$ cat src/rtl/result_packet_tx.sv
// ---------------------------------------------------------------------------
// result_packet_tx
//
// Transmit-side framer for the matrix-multiply link. When a 2x2 result is
// ready, a start pulse captures the job ID and the four result elements.
// The block then hands a byte packet to the UART transmitter, one byte per
// valid/ready handshake:
//
//     0xFF (header), 0x02 (result type), job_id, c11, c12, c21, c22
//
// This framing mirrors the host-to-FPGA command framing, so both directions
// can be parsed by the same state machine on the host side.
//
// Optional feature, selected by the macro RESULT_CHECKSUM_EN:
//   When RESULT_CHECKSUM_EN is defined, an eighth byte follows c22. It holds
//   the XOR of every byte after the header (type, job_id, c11, c12, c21,
//   c22). When the macro is undefined, the packet is seven bytes long and
//   done follows the c22 transfer.
//
// Parameters:
//   HEADER_BYTE - first byte of every packet
//   RESULT_TYPE - type byte that marks a result packet
//   GAP_CYCLES  - idle cycles with tx_valid low after each transfer
//                 (0 = back-to-back bytes)
//
// Ports:
//   clk       in   system clock
//   rst_n     in   synchronous active-low reset
//   start     in   pulse: capture job_id/c11..c22 and begin a packet
//   job_id    in   job ID echoed in the packet
//   c11..c22  in   result matrix elements
//   tx_ready  in   UART transmitter can accept a byte this cycle
//   tx_byte   out  byte presented to the UART transmitter
//   tx_valid  out  tx_byte is valid
//   busy      out  packet in progress (start is ignored)
//   done      out  one-cycle pulse after the final byte is accepted
// ---------------------------------------------------------------------------
module result_packet_tx #(
    parameter logic [7:0]  HEADER_BYTE = 8'hFF,
    parameter logic [7:0]  RESULT_TYPE = 8'h02,
    parameter int unsigned GAP_CYCLES  = 0
) (
    input  logic       clk,
    input  logic       rst_n,
    input  logic       start,
    input  logic [7:0] job_id,
    input  logic [7:0] c11,
    input  logic [7:0] c12,
    input  logic [7:0] c21,
    input  logic [7:0] c22,
    input  logic       tx_ready,
    output logic [7:0] tx_byte,
    output logic       tx_valid,
    output logic       busy,
    output logic       done
);

    // The gap counter is at least one bit wide. This keeps the declarations
    // legal when GAP_CYCLES is 0 and the counter never leaves zero.
    localparam int unsigned     GapW    = (GAP_CYCLES > 0) ? $clog2(GAP_CYCLES + 1) : 1;
    localparam logic [GapW-1:0] GapLoad = GapW'(GAP_CYCLES);
    localparam logic [GapW-1:0] GapOne  = GapW'(1);

    // Each sending state names the byte that is on tx_byte, or the byte that
    // is waiting out the gap before tx_valid rises.
    typedef enum logic [2:0] {
        S_IDLE   = 3'd0,
        S_HEADER = 3'd1,
        S_TYPE   = 3'd2,
        S_JOB    = 3'd3,
        S_DATA   = 3'd4,
`ifdef RESULT_CHECKSUM_EN
        S_CHK    = 3'd5,
`endif
        S_DONE   = 3'd6
    } state_e;

    state_e            state_q, state_d;
    logic [1:0]        dataIdx_q, dataIdx_d;
    logic [GapW-1:0]   gapCnt_q, gapCnt_d;
    logic [7:0]        txByte_q, txByte_d;
    logic              txValid_q, txValid_d;
    logic              busy_q, busy_d;
    logic              done_q, done_d;
    logic [7:0]        jobId_q, jobId_d;
    logic [7:0]        c11_q, c11_d;
    logic [7:0]        c12_q, c12_d;
    logic [7:0]        c21_q, c21_d;
    logic [7:0]        c22_q, c22_d;
`ifdef RESULT_CHECKSUM_EN
    logic [7:0]        chkAcc_q, chkAcc_d;
`endif

    logic              xfer;
    logic              moveOn;
    logic              finish;
    state_e            nextState;
    logic [7:0]        nextByte;
    logic [1:0]        nextIdx;
    logic [7:0]        nextData;

    // A byte leaves the block on any edge where the handshake completes.
    assign xfer    = txValid_q && tx_ready;
    assign nextIdx = dataIdx_q + 2'd1;

    // Selects the payload byte that follows the current data index.
    always_comb begin
        nextData = c11_q;
        case (nextIdx)
            2'd0:    nextData = c11_q;
            2'd1:    nextData = c12_q;
            2'd2:    nextData = c21_q;
            default: nextData = c22_q;
        endcase
    end

    // Next-state logic. The case statement only decides where a transfer
    // leads: moveOn means "present another byte" and finish means "the
    // packet is complete". The shared code after the case applies the gap
    // timing, so each state does not repeat it.
    always_comb begin
        state_d   = state_q;
        dataIdx_d = dataIdx_q;
        gapCnt_d  = gapCnt_q;
        txByte_d  = txByte_q;
        txValid_d = txValid_q;
        busy_d    = busy_q;
        done_d    = 1'b0;
        jobId_d   = jobId_q;
        c11_d     = c11_q;
        c12_d     = c12_q;
        c21_d     = c21_q;
        c22_d     = c22_q;
`ifdef RESULT_CHECKSUM_EN
        chkAcc_d  = chkAcc_q;
`endif
        moveOn    = 1'b0;
        finish    = 1'b0;
        nextState = state_q;
        nextByte  = txByte_q;

        case (state_q)
            S_IDLE: begin
                if (start) begin
                    jobId_d   = job_id;
                    c11_d     = c11;
                    c12_d     = c12;
                    c21_d     = c21;
                    c22_d     = c22;
                    dataIdx_d = 2'd0;
                    gapCnt_d  = '0;
                    txByte_d  = HEADER_BYTE;
                    txValid_d = 1'b1;
                    busy_d    = 1'b1;
                    state_d   = S_HEADER;
`ifdef RESULT_CHECKSUM_EN
                    chkAcc_d  = 8'h00;
`endif
                end
            end

            S_HEADER: begin
                if (xfer) begin
                    moveOn    = 1'b1;
                    nextState = S_TYPE;
                    nextByte  = RESULT_TYPE;
                end
            end

            S_TYPE: begin
                if (xfer) begin
                    moveOn    = 1'b1;
                    nextState = S_JOB;
                    nextByte  = jobId_q;
`ifdef RESULT_CHECKSUM_EN
                    chkAcc_d  = chkAcc_q ^ txByte_q;
`endif
                end
            end

            S_JOB: begin
                if (xfer) begin
                    moveOn    = 1'b1;
                    nextState = S_DATA;
                    nextByte  = c11_q;
                    dataIdx_d = 2'd0;
`ifdef RESULT_CHECKSUM_EN
                    chkAcc_d  = chkAcc_q ^ txByte_q;
`endif
                end
            end

            S_DATA: begin
                if (xfer) begin
`ifdef RESULT_CHECKSUM_EN
                    chkAcc_d = chkAcc_q ^ txByte_q;
`endif
                    if (dataIdx_q == 2'd3) begin
`ifdef RESULT_CHECKSUM_EN
                        // Fold in c22 as it leaves, so the checksum byte is
                        // ready without an extra cycle.
                        moveOn    = 1'b1;
                        nextState = S_CHK;
                        nextByte  = chkAcc_q ^ txByte_q;
`else
                        finish    = 1'b1;
`endif
                    end else begin
                        moveOn    = 1'b1;
                        nextState = S_DATA;
                        nextByte  = nextData;
                        dataIdx_d = nextIdx;
                    end
                end
            end

`ifdef RESULT_CHECKSUM_EN
            S_CHK: begin
                if (xfer) begin
                    finish = 1'b1;
                end
            end
`endif

            S_DONE: begin
                state_d = S_IDLE;
            end

            default: begin
                state_d   = S_IDLE;
                txValid_d = 1'b0;
                busy_d    = 1'b0;
            end
        endcase

        // Gap countdown: tx_valid rises on the edge where the counter
        // leaves 1. The next byte has already been loaded by then.
        if (gapCnt_q != '0) begin
            gapCnt_d = gapCnt_q - GapOne;
            if (gapCnt_q == GapOne) begin
                txValid_d = 1'b1;
            end
        end

        if (moveOn) begin
            state_d   = nextState;
            txByte_d  = nextByte;
            txValid_d = (GAP_CYCLES == 0);
            gapCnt_d  = GapLoad;
        end

        // Completion skips the gap. done and the low busy appear together
        // in S_DONE.
        if (finish) begin
            state_d   = S_DONE;
            txValid_d = 1'b0;
            busy_d    = 1'b0;
            done_d    = 1'b1;
            dataIdx_d = 2'd0;
            gapCnt_d  = '0;
        end
    end

    // State register. Reset clears the captured data too, so an aborted
    // packet leaves nothing behind.
    always_ff @(posedge clk) begin
        if (!rst_n) begin
            state_q   <= S_IDLE;
            dataIdx_q <= 2'd0;
            gapCnt_q  <= '0;
            txByte_q  <= 8'h00;
            txValid_q <= 1'b0;
            busy_q    <= 1'b0;
            done_q    <= 1'b0;
            jobId_q   <= 8'h00;
            c11_q     <= 8'h00;
            c12_q     <= 8'h00;
            c21_q     <= 8'h00;
            c22_q     <= 8'h00;
`ifdef RESULT_CHECKSUM_EN
            chkAcc_q  <= 8'h00;
`endif
        end else begin
            state_q   <= state_d;
            dataIdx_q <= dataIdx_d;
            gapCnt_q  <= gapCnt_d;
            txByte_q  <= txByte_d;
            txValid_q <= txValid_d;
            busy_q    <= busy_d;
            done_q    <= done_d;
            jobId_q   <= jobId_d;
            c11_q     <= c11_d;
            c12_q     <= c12_d;
            c21_q     <= c21_d;
            c22_q     <= c22_d;
`ifdef RESULT_CHECKSUM_EN
            chkAcc_q  <= chkAcc_d;
`endif
        end
    end

    assign tx_byte  = txByte_q;
    assign tx_valid = txValid_q;
    assign busy     = busy_q;
    assign done     = done_q;

endmodule

$ cat config.mk
export PLATFORM = sky130hd
export DESIGN_NAME = result_packet_tx
export DESIGN_NICKNAME = d
export VERILOG_FILES = /design/src/rtl/result_packet_tx.sv
export SDC_FILE = /design/constraint.sdc
export NUM_CORES = 1
export LEC_CHECK = 0
export ABC_AREA = 0
export ABC_CLOCK_PERIOD_IN_PS = 4700
export CAP_MARGIN = 20
export CELL_PAD_IN_SITES_DETAIL_PLACEMENT = 0
export CELL_PAD_IN_SITES_GLOBAL_PLACEMENT = 2
export CORE_AREA = 2 2 96 98
export CTS_BUF_LIST = sky130_fd_sc_hd__clkbuf_4 sky130_fd_sc_hd__clkbuf_8 sky130_fd_sc_hd__clkbuf_16
export CTS_CLUSTER_DIAMETER = 150
export DETAILED_ROUTE_END_ITERATION = 7
export DIE_AREA = 0 0 98 100
export PLACE_DENSITY_LB_ADDON = 0.1
export SLEW_MARGIN = 20
export SYNTH_ARGS = -nofsm -noshare
export SYNTH_HDL_FRONTEND = slang
export SYNTH_SLANG_ARGS = --single-unit
$ cat constraint.sdc
create_clock -name clk -period 4.7 [get_ports clk]
set_input_delay 0.47 -clock clk [delete_from_list [all_inputs] [get_ports clk]]
set_output_delay 0.47 -clock clk [all_outputs]
set_load 0.01 [all_outputs]
==> reports/summary.txt, run 1 <==
Status: complete, no violations
Cell Area, Synth: 2550 um^2
Antenna cells: 0
Post-route ant nets: 0
Vias: 2,247
Syn nets: 362
First-pass GRT wire length: 11.2 mm
IO Pins: 55
Syn_area_per_cell: 8.12 um^2
Clock skew: 11.1 ps
CTS tree: built
Worst-path clk slew: 60 ps
Hold Buf Count CTS: 0
Max-slew headroom: 35.2%
Tcrit/Tclk final: 49.5%
Maxcap violations: 0
Share of cells above drive strength 1: 8.94%
Final Critical Period: 2330 ps
Die Area: 9800 um^2
Initial antenna violation count: 0
Synth Instances: 314
Yosys reg bits: 57
DP HPWL: 4.65 mm
Die width: 98 um
Most common cell after layout, fill and taps aside: nand2_1
Biggest area consumer among synthesized cells: dfxtp_1
H-tree Lvls: 3
F_max: 0.430 GHz
Crit path max fanout: 42
Static Leak: 0.00118 uW
RSZ-0062 raised after global routing: false
Worst-case clock buffer depth: 2
Hold Fails Final Rpt: 0
Setup TNS: 0 ps
Initial Util: 28.7%
Final #Nets: 401
Syn-to-layout area delta: 30.5%
FILL cells: 973
Seq/Total Area, Yosys: 44.8%
Critical Path Source Type: flip-flop
Root Buffer: clkbuf_8
Final setup violation count: 0
Post-synth EDFFs: 0
Start point of the worst hold path: c21_q[2]$_SDFFE_PN0P_
Commonest cells after routing, fill and taps aside: 84 x nand2_1, 67 x a21oi_1, 57 x dfxtp_1
Hold Crit Class: flip-flop to flip-flop
Clock Latency Late Sink: 330 ps
Main synth FF type: dfxtp_1
CTS buffer count: 9
Maximum vdd drop: 0.108 mV
Total gr overflow: 0
Register area: 1140 um^2
Yosys warns: 0
Cell Pwr Density: 377 nW/um^2
Final WL: 6.99 mm
DRT iter0 DRCs: 106
DR vias/cell: 4.79
Layout Utilization: 37.4%
Slew @ Worst Pin: 972 ps
Largest net degree at the start of global routing: 51
Clock tree sinks: 57
Tot GR Track Use: 14.6%
Worst Setup Path Type: flip-flop to flip-flop
Async S/R FF share, synth: 0%
Router iterations before antenna repair: 4
Critical path data required time: 4920 ps
Cell Rows: 35
CP arrival: 2550 ps
Post-CTS resize count: 0
Core area: 8890 um^2
IO buf count: 54
RD Place Congestion: 0.745
Top-area cell type share of the netlist area: 44.8%
Drt drc: 0
Post-CTS Setup Repair Bufs: 0
Vias in the first global route: 2,164
Crit end category: flip-flop
Distinct cells, synth: 39
Routed WL per cell: 14.9 um
Slew Limit Fails: 0
R2r startpoint: state_q[0]$_SDFFE_PP0P_
Area of the multi-input gates: 1270 um^2
Critical path origin: state_q[0]$_SDFFE_PP0P_
Pwr Total: 1250 uW
Synth top area cells: dfxtp_1 45%, a21oi_1 13%, nand2_1 12%, mux2_2 3.1%, a211oi_1 2.7%
Die H: 100 um
-- synth_stat cells (2+ instances only) --
cell and n:
a211oi_1 9, ha_1 4, a21oi_2 2, and4b_1 2, nor2b_1 9, nor2_1 3
buf_2 12, clkbuf_1 11, nor3_1 4, a22oi_1 8, a21oi_1 67, mux2_2 7
dfxtp_1 57, o31ai_1 8, inv_1 3, nor4_1 2, nand2_1 84
-- metrics by stage --
step	std cells	cell area (um^2)	hold slack (ps)	setup slack, ps
after floorplan	314	2550	434	3080
after global routing	469	3330	473	2250
after CTS	469	3330	456	2370
after global placement	453	3110	445	2150
after detailed placement	453	3110	447	2140
final	469	3330	454	2370
-- cell type report --
class,instances,share of cell area [%]
sequential,57,34.3
tap,111,4.17
multi-input combinational,226,38.2
clock buffer,10,3.95
inverter,4,0.451
clock inverter,6,2.48
timing repair buffer,55,16.5
-- report_power, final --
group | switching, uW | total, uW | internal [uW]
clock network | 202 | 504 | 302
logic | 94.1 | 190 | 95.9
registers | 34.9 | 559 | 524
-- state kept, by name, summed over array words and instances (netlist names) --
| name | cells |
|---|---|
| state_q | 3 |
| tx_byte | 8 |
| c22_q | 8 |
| c21_q | 8 |
| done | 1 |
| c11_q | 8 |
| c12_q | 8 |
| tx_valid | 1 |
| gapCnt_q | 1 |
| busy | 1 |
| jobId_q | 8 |
| dataIdx_q | 2 |
-- logic make-up after synthesis --
logic type      after synthesis  share of synthesized area (%)
other cells                   1                          0.147
compound gates              100                           23.5
fa+ha+maj                     4                           1.96
mux                           8                           3.49
flops                        57                           44.8
buf+inv                      31                           5.74
simple gates                113                           20.4
-- worst paths after layout --
kind / to / slack [ps] / cells past startpoint
setup / recovery: dataIdx_q[1]$_SDFFE_PP0P_ / 2370 / 4
hold / removal: c21_q[2]$_SDFFE_PN0P_ / 450 / 2
setup reg to reg: dataIdx_q[1]$_SDFFE_PP0P_ / 2370 / 4
hold reg to reg: c21_q[2]$_SDFFE_PN0P_ / 450 / 2
-- worst max-delay path, cell delays in order, from the launching register on --
cell and delay (ps):
dfxtp_1 590, or4b_2 1190, nand2_1 190, o2bb2ai_1 80
and2_1 150
-- routing by layer --
metal  up-vias  wire [um]  global-route usage, %
met2        45       3110                   22.3
li1       1159          -                      -
met4         0         30                   5.77
met3         2        272                   3.20
met1      1041       3570                   20.3
met5         -          0                      0
Power figures use the tool's default switching activity.
==> inputs of run 2 (changes only) <==
--- a/config.mk
+++ b/config.mk
@@ -6,15 +6,15 @@
 export NUM_CORES = 1
 export LEC_CHECK = 0
 export ABC_AREA = 0
-export ABC_CLOCK_PERIOD_IN_PS = 4700
+export ABC_CLOCK_PERIOD_IN_PS = 2029
 export CAP_MARGIN = 20
 export CELL_PAD_IN_SITES_DETAIL_PLACEMENT = 0
 export CELL_PAD_IN_SITES_GLOBAL_PLACEMENT = 2
-export CORE_AREA = 2 2 96 98
+export CORE_AREA = 2 2 103 105
 export CTS_BUF_LIST = sky130_fd_sc_hd__clkbuf_4 sky130_fd_sc_hd__clkbuf_8 sky130_fd_sc_hd__clkbuf_16
 export CTS_CLUSTER_DIAMETER = 150
 export DETAILED_ROUTE_END_ITERATION = 7
-export DIE_AREA = 0 0 98 100
+export DIE_AREA = 0 0 105 107
 export PLACE_DENSITY_LB_ADDON = 0.1
 export SLEW_MARGIN = 20
 export SYNTH_ARGS = -nofsm -noshare
==> constraint.sdc (replaced) <==
create_clock -name clk -period 2.03 [get_ports clk]
set_input_delay 0.203 -clock clk [delete_from_list [all_inputs] [get_ports clk]]
set_output_delay 0.203 -clock clk [all_outputs]
set_load 0.01 [all_outputs]
==> reports/summary.txt, run 2 (synthesized netlist as in run 1, its figures left out) <==
Placed Cells: 491
Root Buffer: clkbuf_8
IO buf count: 54
Status: complete, no violations
Total gr overflow: 0
Cell area after layout: 3470 um^2
Post-route ant nets: 0
Hold Fails Final Rpt: 0
Vias: 2,290
Area after DPL: 3270 um^2
Crit end category: flip-flop
Static Leak: 0.00124 uW
CTS buffer count: 9
Die width: 105 um
Worst-path clk slew: 70 ps
Worst R2R Path Depth: 5
H-tree Lvls: 3
Pwr Total: 2850 uW
Router iterations before antenna repair: 4
Hold depth: 3
DRT iter0 DRCs: 81
R2r startpoint: dataIdx_q[0]$_SDFFE_PP0P_
Worst Setup Path Type: flip-flop to flip-flop
Maximum vdd drop: 0.295 mV
Syn-to-layout area delta: 36.0%
Final Hold Slack: 411 ps
Worst flop-to-flop path endpoint: tx_byte[7]$_SDFFE_PN0P_
First-pass GRT wire length: 11.8 mm
Worst-case clock buffer depth: 2
Final std cells w/o fill: 507
Most common cell after layout, fill and taps aside: nand2_1
DR vias/cell: 4.52
Clock skew: 6.89 ps
Vias in the first global route: 2,236
Cell Rows: 37
CTS tree: built
Die Area: 11,200 um^2
FILL cells: 1,137
CP arrival: 2030 ps
Psw: 770 uW
Clk pwr share: 37.6%
Antenna cells: 0
Routed WL per cell: 14.6 um
DP HPWL: 5.44 mm
Core area: 10,100 um^2
Critical Path Sink: tx_byte[7]$_SDFFE_PN0P_
Critical path data required time: 2300 ps
IO Pins: 55
Clock tree sinks: 57
Drt drc: 0
Clock Latency Late Sink: 330 ps
Final setup violation count: 0
Initial antenna violation count: 0
R2R setup slack: 270 ps
Tot GR Track Use: 13.9%
Commonest cells after routing, fill and taps aside: 84 x nand2_1, 67 x a21oi_1, 57 x dfxtp_1
Post-CTS Setup Repair Bufs: 0
Critical Path Source Type: flip-flop
Post-CTS resize count: 0
Share of cells above drive strength 1: 11.9%
Crit path max fanout: 15
Area of the multi-input gates: 1270 um^2
RD Place Congestion: 0.738
Maxcap violations: 0
Slew Limit Fails: 0
Cell Pwr Density: 821 nW/um^2
Largest net degree at the start of global routing: 29
Final Critical Period: 1760 ps
Hold Buf Count CTS: 0
Int Power: 2080 uW
Comb pwr share: 17.4%
Sw Share: 27.0%
Register area: 1140 um^2
Reg power frac: 44.9%
RSZ-0062 raised after global routing: false
Critical path origin: dataIdx_q[0]$_SDFFE_PP0P_
Tcrit/Tclk final: 86.8%
Final WL: 7.41 mm
Final #Nets: 414
F_max: 0.567 GHz
Initial Util: 25.3%
Die H: 107 um
Setup TNS: 0 ps
Hold Crit Class: input pin to flip-flop
run 2: stage by stage:
step / setup WS (ps) / util [%]
finish: 267 / 34.4
global route: 136 / 34.4
CTS: 263 / 34.4
detailed placement: 236 / 32.4
global placement: 231 / 32.4
floorplan: 410 / -
run 2: worst min-delay path by stage:
stage / slack (ps) / endpoint / start
6_report: 410 / c12_q[2]$_SDFFE_PN0P_ / c12[2]
5_1_grt: 390 / c12_q[2]$_SDFFE_PN0P_ / c12[2]
4_1_cts: 390 / c12_q[4]$_SDFFE_PN0P_ / c12[4]
3_5_place_dp: 450 / c21_q[5]$_SDFFE_PN0P_ / c21_q[5]$_SDFFE_PN0P_
3_3_place_gp: 440 / c21_q[5]$_SDFFE_PN0P_ / c21_q[5]$_SDFFE_PN0P_
2_1_floorplan: 340 / jobId_q[0]$_SDFFE_PN0P_ / job_id[0]
run 2: critical path, cell delays in order (launching register included):
cell and delay, ps:
dfxtp_1 340, ha_1 220, or4b_4 510, a21oi_4 390, o31ai_1 120, a21oi_1 120
run 2: cell type report:
class | instances | share of cell area (%)
Tap cell | 136 | 4.91
Clock buffer | 11 | 4.19
Inverter | 4 | 0.433
Timing Repair Buffer | 68 | 19.3
Sequential cell | 57 | 32.9
Multi-Input combinational cell | 226 | 36.6
Clock inverter | 5 | 1.59
run 2: metal layers:
layer / share of wire, % / vias up / global-route usage, %
met3: 3.7 / 6 / 4.62
met2: 44 / 42 / 20.8
met4: 1.0 / 0 / 4.29
li1: - / 1191 / -
met1: 51 / 1051 / 18.8
met5: 0 / - / 0
run 2: power by group through the flow:
stage                     Clock [uW]  Sequential [uW]  Combinational (uW)
after CTS                       1110             1280                 507
after floorplan                    0             1290                 271
after global routing            1170             1290                 548
after detailed placement           0             1310                 505
final                           1070             1280                 496
after global placement             0             1300                 502
